===== src/rtl/tx_buffer.sv =====
// tx_buffer: holds up to NUM_SEQ sorted arrays and, on flush, streams them
// out byte-wise to the UART transmitter (word 0 byte 0 first, little-endian).
module tx_buffer #(
    parameter int WIDTH   = 32,
    parameter int DEPTH   = 8,
    parameter int NUM_SEQ = 10
) (
    input  logic                     clk,
    input  logic                     rst,
    input  logic                     valid_in,
    input  logic [WIDTH*DEPTH-1:0]   array_in,
    input  logic                     flush,
    output logic                     in_ready,
    output logic                     overflow,
    output logic [7:0]               byte_out,
    output logic                     byte_valid,
    input  logic                     byte_ready,
    output logic                     done
);

    localparam int BYTES = WIDTH / 8;
    localparam int BW    = (BYTES   > 1) ? $clog2(BYTES)   : 1;
    localparam int WW    = (DEPTH   > 1) ? $clog2(DEPTH)   : 1;
    localparam int AW    = (NUM_SEQ > 1) ? $clog2(NUM_SEQ) : 1;
    localparam int CW    = $clog2(NUM_SEQ + 1);

    typedef enum logic {
        LOADING,
        SENDING
    } state_t;

    state_t            r_state;
    state_t            w_state_next;

    logic [CW-1:0]     r_count;
    logic [AW-1:0]     r_rd_arr;
    logic [WW-1:0]     r_rd_word;
    logic [BW-1:0]     r_rd_byte;
    logic              r_overflow;
    logic              r_done;

    logic [WIDTH-1:0]  r_mem [NUM_SEQ][DEPTH];

    logic              w_accept;
    logic              w_xfer;
    logic              w_byte_last;
    logic              w_word_last;
    logic              w_arr_last;
    logic              w_batch_last;
    logic [WIDTH-1:0]  w_word;
    logic [7:0]        w_byte;

    assign in_ready     = (r_state == LOADING) && (r_count < CW'(NUM_SEQ));
    assign w_accept     = valid_in && in_ready;
    assign byte_valid   = (r_state == SENDING);
    assign w_xfer       = byte_valid && byte_ready;
    assign w_byte_last  = (r_rd_byte == BW'(BYTES - 1));
    assign w_word_last  = (r_rd_word == WW'(DEPTH - 1));
    assign w_arr_last   = ((CW'(r_rd_arr) + CW'(1)) == r_count);
    assign w_batch_last = w_xfer && w_byte_last && w_word_last && w_arr_last;
    assign overflow     = r_overflow;
    assign done         = r_done;

    // State register.
    always_ff @(posedge clk) begin
        if (rst) begin
            r_state <= LOADING;
        end else begin
            r_state <= w_state_next;
        end
    end

    // Next-state: a flush only starts a batch when something is (or is being) stored.
    always_comb begin
        w_state_next = r_state;
        case (r_state)
            LOADING: begin
                if (flush && ((r_count != '0) || w_accept)) begin
                    w_state_next = SENDING;
                end
            end
            SENDING: begin
                if (w_batch_last) begin
                    w_state_next = LOADING;
                end
            end
            default: w_state_next = LOADING;
        endcase
    end

    // Count, read indices and the one-cycle overflow/done pulses.
    always_ff @(posedge clk) begin
        if (rst) begin
            r_count    <= '0;
            r_rd_arr   <= '0;
            r_rd_word  <= '0;
            r_rd_byte  <= '0;
            r_overflow <= 1'b0;
            r_done     <= 1'b0;
        end else begin
            r_overflow <= valid_in && !in_ready;
            r_done     <= 1'b0;
            case (r_state)
                LOADING: begin
                    if (w_accept) begin
                        r_count <= r_count + CW'(1);
                    end
                    if (flush && (r_count == '0) && !w_accept) begin
                        r_done <= 1'b1;
                    end
                end
                SENDING: begin
                    if (w_xfer) begin
                        if (!w_byte_last) begin
                            r_rd_byte <= r_rd_byte + BW'(1);
                        end else begin
                            r_rd_byte <= '0;
                            if (!w_word_last) begin
                                r_rd_word <= r_rd_word + WW'(1);
                            end else begin
                                r_rd_word <= '0;
                                if (w_arr_last) begin
                                    r_rd_arr <= '0;
                                    r_count  <= '0;
                                    r_done   <= 1'b1;
                                end else begin
                                    r_rd_arr <= r_rd_arr + AW'(1);
                                end
                            end
                        end
                    end
                end
                default: ;
            endcase
        end
    end

    // Array storage; write slot is the current count. Contents are not reset.
    always_ff @(posedge clk) begin
        if (w_accept) begin
            for (int unsigned s = 0; s < NUM_SEQ; s++) begin
                if (r_count == CW'(s)) begin
                    for (int unsigned w = 0; w < DEPTH; w++) begin
                        r_mem[s][w] <= array_in[w*WIDTH +: WIDTH];
                    end
                end
            end
        end
    end

    // Byte select from the current word, driven only by registered indices.
    always_comb begin
        w_word = r_mem[r_rd_arr][r_rd_word];
        w_byte = '0;
        for (int unsigned b = 0; b < BYTES; b++) begin
            if (r_rd_byte == BW'(b)) begin
                w_byte = w_word[8*b +: 8];
            end
        end
    end

    // Output byte is forced to zero whenever it is not valid.
    always_comb begin
        byte_out = byte_valid ? w_byte : '0;
    end

endmodule


===== config.mk =====
export PLATFORM = sky130hd
export DESIGN_NAME = tx_buffer
export DESIGN_NICKNAME = d
export VERILOG_FILES = /design/src/rtl/tx_buffer.sv
export SDC_FILE = /design/constraint.sdc
export NUM_CORES = 2
export LEC_CHECK = 0
export CAP_MARGIN = 20
export CELL_PAD_IN_SITES_DETAIL_PLACEMENT = 2
export CELL_PAD_IN_SITES_GLOBAL_PLACEMENT = 2
export CORE_MARGIN = 4
export CORE_UTILIZATION = 45
export DETAILED_ROUTE_END_ITERATION = 12
export PLACE_DENSITY = 0.87
export SLEW_MARGIN = 5
export SYNTH_ARGS = -nofsm -noshare
export SYNTH_HDL_FRONTEND = slang
export SYNTH_SLANG_ARGS = --single-unit

===== constraint.sdc =====
create_clock -name clk -period 28.8 [get_ports clk]
set_input_delay 4.32 -clock clk [delete_from_list [all_inputs] [get_ports clk]]
set_output_delay 4.32 -clock clk [all_outputs]
set_load 0.01 [all_outputs]

== After elaboration in Yosys (flattened, before gate mapping) ==
Memories as Yosys holds them, arrays and structs flattened. A register that Yosys moved wholly into a read port is not among the register bits.
Index checks and enable logic that the tools add are counted.
Word-level totals
  bits in registers: 16
  bits in latches: 0
  memory bits (writable): 2560
  bits in read-only memories: 0
  input bits: 261
  output and inout port bits: 12
  logic and storage cells: 149
  memories kept: 1
Memories
  r_mem: words 10, width 256, rd ports 1, clocked after Yosys merged registers in 1, wr ports 1, RTL line 42  | logic [WIDTH-1:0] r_mem [NUM_SEQ][DEPTH];
Operators by class
  add/sub/neg operators: 4
  multiply operators: 0
  divide/modulo/power cells: 0
  $lt $le $gt $ge: 2
  equality and inequality tests: 19
  shifts and indexed selects: 0
  mux-type cells: 85
  bitwise operators: 2
  reduce and logical (&&, ||, !) cells: 29
Operator list (number)
  2-to-1 mux 256 bit: 9
  OR reduction 256 bit: 9
  binary-select mux 32 bit (select 3 bit): 1
  2-to-1 mux 4 bit: 17
  2-to-1 mux 32 bit: 2
  2-to-1 mux 1 bit: 46
  2-to-1 mux 8 bit: 5
  == test 4 x 3 -> 1 bit (second input constant): 4
  logical AND 1 bit: 10
  adder 4 x 1 -> 4 bit (second input constant): 2
  == test 4 x 2 -> 1 bit (second input constant): 2
  == test 4 bit (second input constant): 2
  != test 2 x 1 -> 1 bit (second input constant): 4
  case mux 4 bit (2 select lines): 1
  AND reduction 5 bit: 1
  == test 2 bit (second input constant): 2
  == test 4 x 1 -> 1 bit (second input constant): 1
  == test 4 bit: 1
  greater-or-equal comparator 4 bit (second input constant): 1
  logical NOT 4 bit: 1
  less-than comparator 4 bit (second input constant): 1
  NOT 3 -> 4 bit: 1
  case mux 1 bit (2 select lines): 2
  AND reduction 4 bit: 1
  14 further kinds: 15

== Depth between registers and ports, before layout ==
  depth after elaboration: 15
  depth in mapped cells: 13
  depth with buffers taken out: 9

== Worst setup path before layout ==
Ideal clock, no wire load.
  kind: input -> register
  from: input valid_in
  to: memory r_mem[3][0] (netlist name) (enable)
  setup time: 1.499 ns
  data arrival time: 28.528 ns
  required time: 27.301 ns
  path slack: -1.227 ns
  stages: 2
  buffers on the path: 0
  cells stage by stage: nand2_1 -> nor4_1
Between the ends
  word-level cells in the longest chain between the ends: 13
  elaborated cells between the ends (all ways): 48
  those cells by class: mux: 38; reduce/logical: 10
RTL lines
  from (decl): RTL line 10  | input logic valid_in,
  logical AND 1 bit (*): RTL line 54  | assign w_accept = valid_in && in_ready;
  2-to-1 mux 1 bit: RTL line 140  | if (w_accept) begin
  2-to-1 mux 1 bit (implied by the code): RTL line 144  | r_mem[s][w] <= array_in[w*WIDTH +: WIDTH];
  OR reduction 256 bit (no line)
  2-to-1 mux 4 bit (no line) / 2-to-1 mux 1 bit (equally long branches) (9 in series)
  to (decl): RTL line 42
Mark *: on every way between the ends. The rest lies on a longest branch, timed or not.

==> results.ini <==
[status]
status = finished, final reports clean

[detailed_routing]
drt_first_pass_iters = 5
ant_nets = 0
avgRoutedWirePerCell_microns = 48.3
drc = 0
vias = 53600
drt_iter0_drc = 8430
viasPerCell = 6.83
drt_wl_total_mm = 379

[power]
power.switching_w = 0.00182
ir_worst_vdd_mv = 0.0579
p_leak_nw = 34.1
p_clk_share_pct = 44.5
p_comb_share_pct = 3.4
swShare_pct = 22.4
powerDensity_mw_per_mm2 = 71.3
seq_power_share_pct = 52.1
internal_power_w = 0.00630

[global_route]
grt_pass1_vias = 55600
grt_pass1_wl_mm = 511
grt_max_degree = 125
groute.usage.overall_pct = 32.7
grt_antenna_before_repair = 111
overflow = 0

[setup_path]
cp-start-kind = flip-flop
r2r_slack_ns = 21.81
critical_path_class = flip-flop to primary output
required_ns = 24.48
crit_path_end_kind = primary output
cp_max_fo = 46
cp.arrival_ns = 7.47

[cells_and_area]
final_nets = 4979
area_growth_pct = 14.8
design_area_sq_mm = 0.114
layout-drive-gt1-share_pct = 24.8

[clocking]
hold_buffers = 0
cts_setup_buffers = 0
clock_path_buffers = 4
root_buffer = clkbuf_16
clkLatencyLatePin_ns = 0.97
cts_buffers = 286
clock-sinks = 2580
clk_pin_slew_ns = 0.07
ctsResizeCount = 0
cts_tree = yes
htree_levels = 5

[sta]
setup_viol = 0
period_needed_ns = 11.79
max_slew_margin_pct = 13.7
clock.fmax_mhz = 84.8
worst_slew_pin_slew_ns = 1.28
maxSlewViolCount = 0
period_share_pct = 40.9
final.setup.worst_slack_ns = 17.01
hold_viol_final = 0
setup_tns_ns = 0
rsz0062_at_grt = no
skew_ns = 0.0806

[yosys]
synthesis.nets = 4534
synth_ff_type = edfxtp_1
syn_area_sq_mm = 0.0993
synth_edf_count = 2560
seq_area_frac_synth_pct = 77.8
ys_types = 75
avgSynthCellArea_sq_um = 23.3
async_reset_ff_share_pct = 0
yosysWarnings = 0
syn_inst = 4262
ys_ff_latch = 2580

[placement]
dpl_cell_area_sq_mm = 0.105
port_buffers = 272
place_congestion = 0.780
dp_hpwl_mm = 225
preCtsSetupSlack_ns = 17.47

[min_path]
hp-class = flip-flop to flip-flop

[run]
drv_cap = 0

[floorplan]
pin_count = 273
row_count = 172
fp.coreArea_sq_mm = 0.220
initial_core_util_pct = 45.2
die_w_microns = 478
fp.dieH_microns = 478
dieArea_sq_mm = 0.228

registers in the layout, indices dropped and copies added, names as in the netlist, named ones only:
name        flops
r_rd_byte       2
byte_valid      1
r_rd_arr        4
done            1
r_mem        2560
overflow        1
r_rd_word       3
r_count         4
power by group through the flow:
stage / Clock [W] / Sequential (W) / Combinational, W
after detailed placement: 0 / 0.00431 / 0.000263
after floorplan: 0 / 0.00431 / 0.0000886
after CTS: 0.00364 / 0.00423 / 0.000270
after global placement: 0 / 0.00429 / 0.000227
after global routing: 0.00380 / 0.00423 / 0.000282
final: 0.00362 / 0.00424 / 0.000273
worst max-delay path, stage by stage, from the launching register on:
cell             delay, ns
dfxtp_4               0.67
buf_4                 0.62
buf_4                 0.86
buf_4                 0.83
buf_4                 0.70
mux4_2                0.60
nor2b_1               0.17
a211o_1               0.30
a21oi_1               0.21
o21ai_0               0.19
a41oi_1               0.35
o22ai_1               0.24
clkdlybuf4s50_1       0.58
worst paths after layout:
kind / from / end / depth (start not counted)
worst max-delay path: flip-flop / byte_out[0] / 12
worst min-delay path: r_rd_byte[1] / r_rd_byte[1] / 2
worst max register to register: byte_valid / r_mem[4][97] / 9
worst min register to register: r_rd_byte[1] / r_rd_byte[1] / 2
cells by family (layout without fill, tap and decap cells):
group / Yosys count / after routing / synth area share (%)
adders and majority gates: 11 / 11 / 0.139
and+or+nand+nor: 289 / 289 / 1.44
buffers and inverters: 236 / 880 / 1.54
muxes: 856 / 856 / 17.0
other: 0 / 66 / 0
DFF: 2580 / 2580 / 77.8
AOI/OAI and AO/OA: 282 / 282 / 1.97
xor gates and xnor gates: 8 / 8 / 0.0857
per-layer routing:
layer | wire length (microns) | global-route usage (%)
met1 | 128000 | 38.8
met2 | 193000 | 55.5
met4 | 22900 | 17.4
met3 | 34200 | 7.51
met5 | 278 | 0
cells in the mapped netlist (20+ instances only):
cell type  instances  area [sq um]
clkbuf_1          43           161
nand3_1           25           125
buf_4             48           360
o21ai_0           29           145
buf_2             83           415
o22ai_1           35           219
mux2_2            44           495
edfxtp_1        2560         76900
nor2_1            62           233
mux2i_1          152          1520
nor2b_1           40           250
a211oi_1          28           210
nor3_1            21           105
dfxtp_1           20           400
buf_6             34           383
nand2_1           78           293
a21oi_1           53           265
mux4_2           660         14900
area by class of cell:
type	instances	area, sq um
Clock inverter	124	995
Antenna cell	66	165
Inverter	9	33.8
Tap cell	2871	3590
Clock buffer	363	7650
Fill cell	18500	105000
Timing Repair Buffer	384	3730
Sequential cell	2580	77300
Multi-Input combinational cell	1446	20600
stage by stage:
step	total power (W)	util, %	hold WS (ns)	instances
6_report	0.00813	51.9	0.562	7843
5_1_grt	0.00832	51.9	0.596	7819
4_1_cts	0.00815	51.8	0.557	7774
3_5_place_dp	0.00457	47.9	0.540	7287
3_3_place_gp	0.00452	47.9	0.493	7286
2_1_floorplan	0.00440	-	0.469	4262
cell usage in the layout, fill, tap and decap left out, drive strengths merged, types with 10 or more instances in the layout:
| cell type | count |
|---|---|
| edfxtp | 2560 |
| mux4 | 660 |
| clkbuf | 363 |
| clkdlybuf4s50 | 272 |
| mux2i | 152 |
| buf | 112 |
| clkinv | 99 |
| nand2 | 78 |
| diode | 66 |
| nor2 | 62 |
| a21oi | 53 |
| mux2 | 44 |
| nor2b | 40 |
| o22ai | 35 |
| o21ai | 30 |
| a211oi | 28 |
| nand3 | 25 |
| nor3 | 21 |
| dfxtp | 20 |
| a22oi | 19 |
| a31oi | 19 |
| nand2b | 18 |
| bufinv | 16 |
| o211ai | 14 |
| inv | 13 |
| o221ai | 11 |
| ha | 11 |
| and2 | 10 |
(Power assumes the default switching activity.)
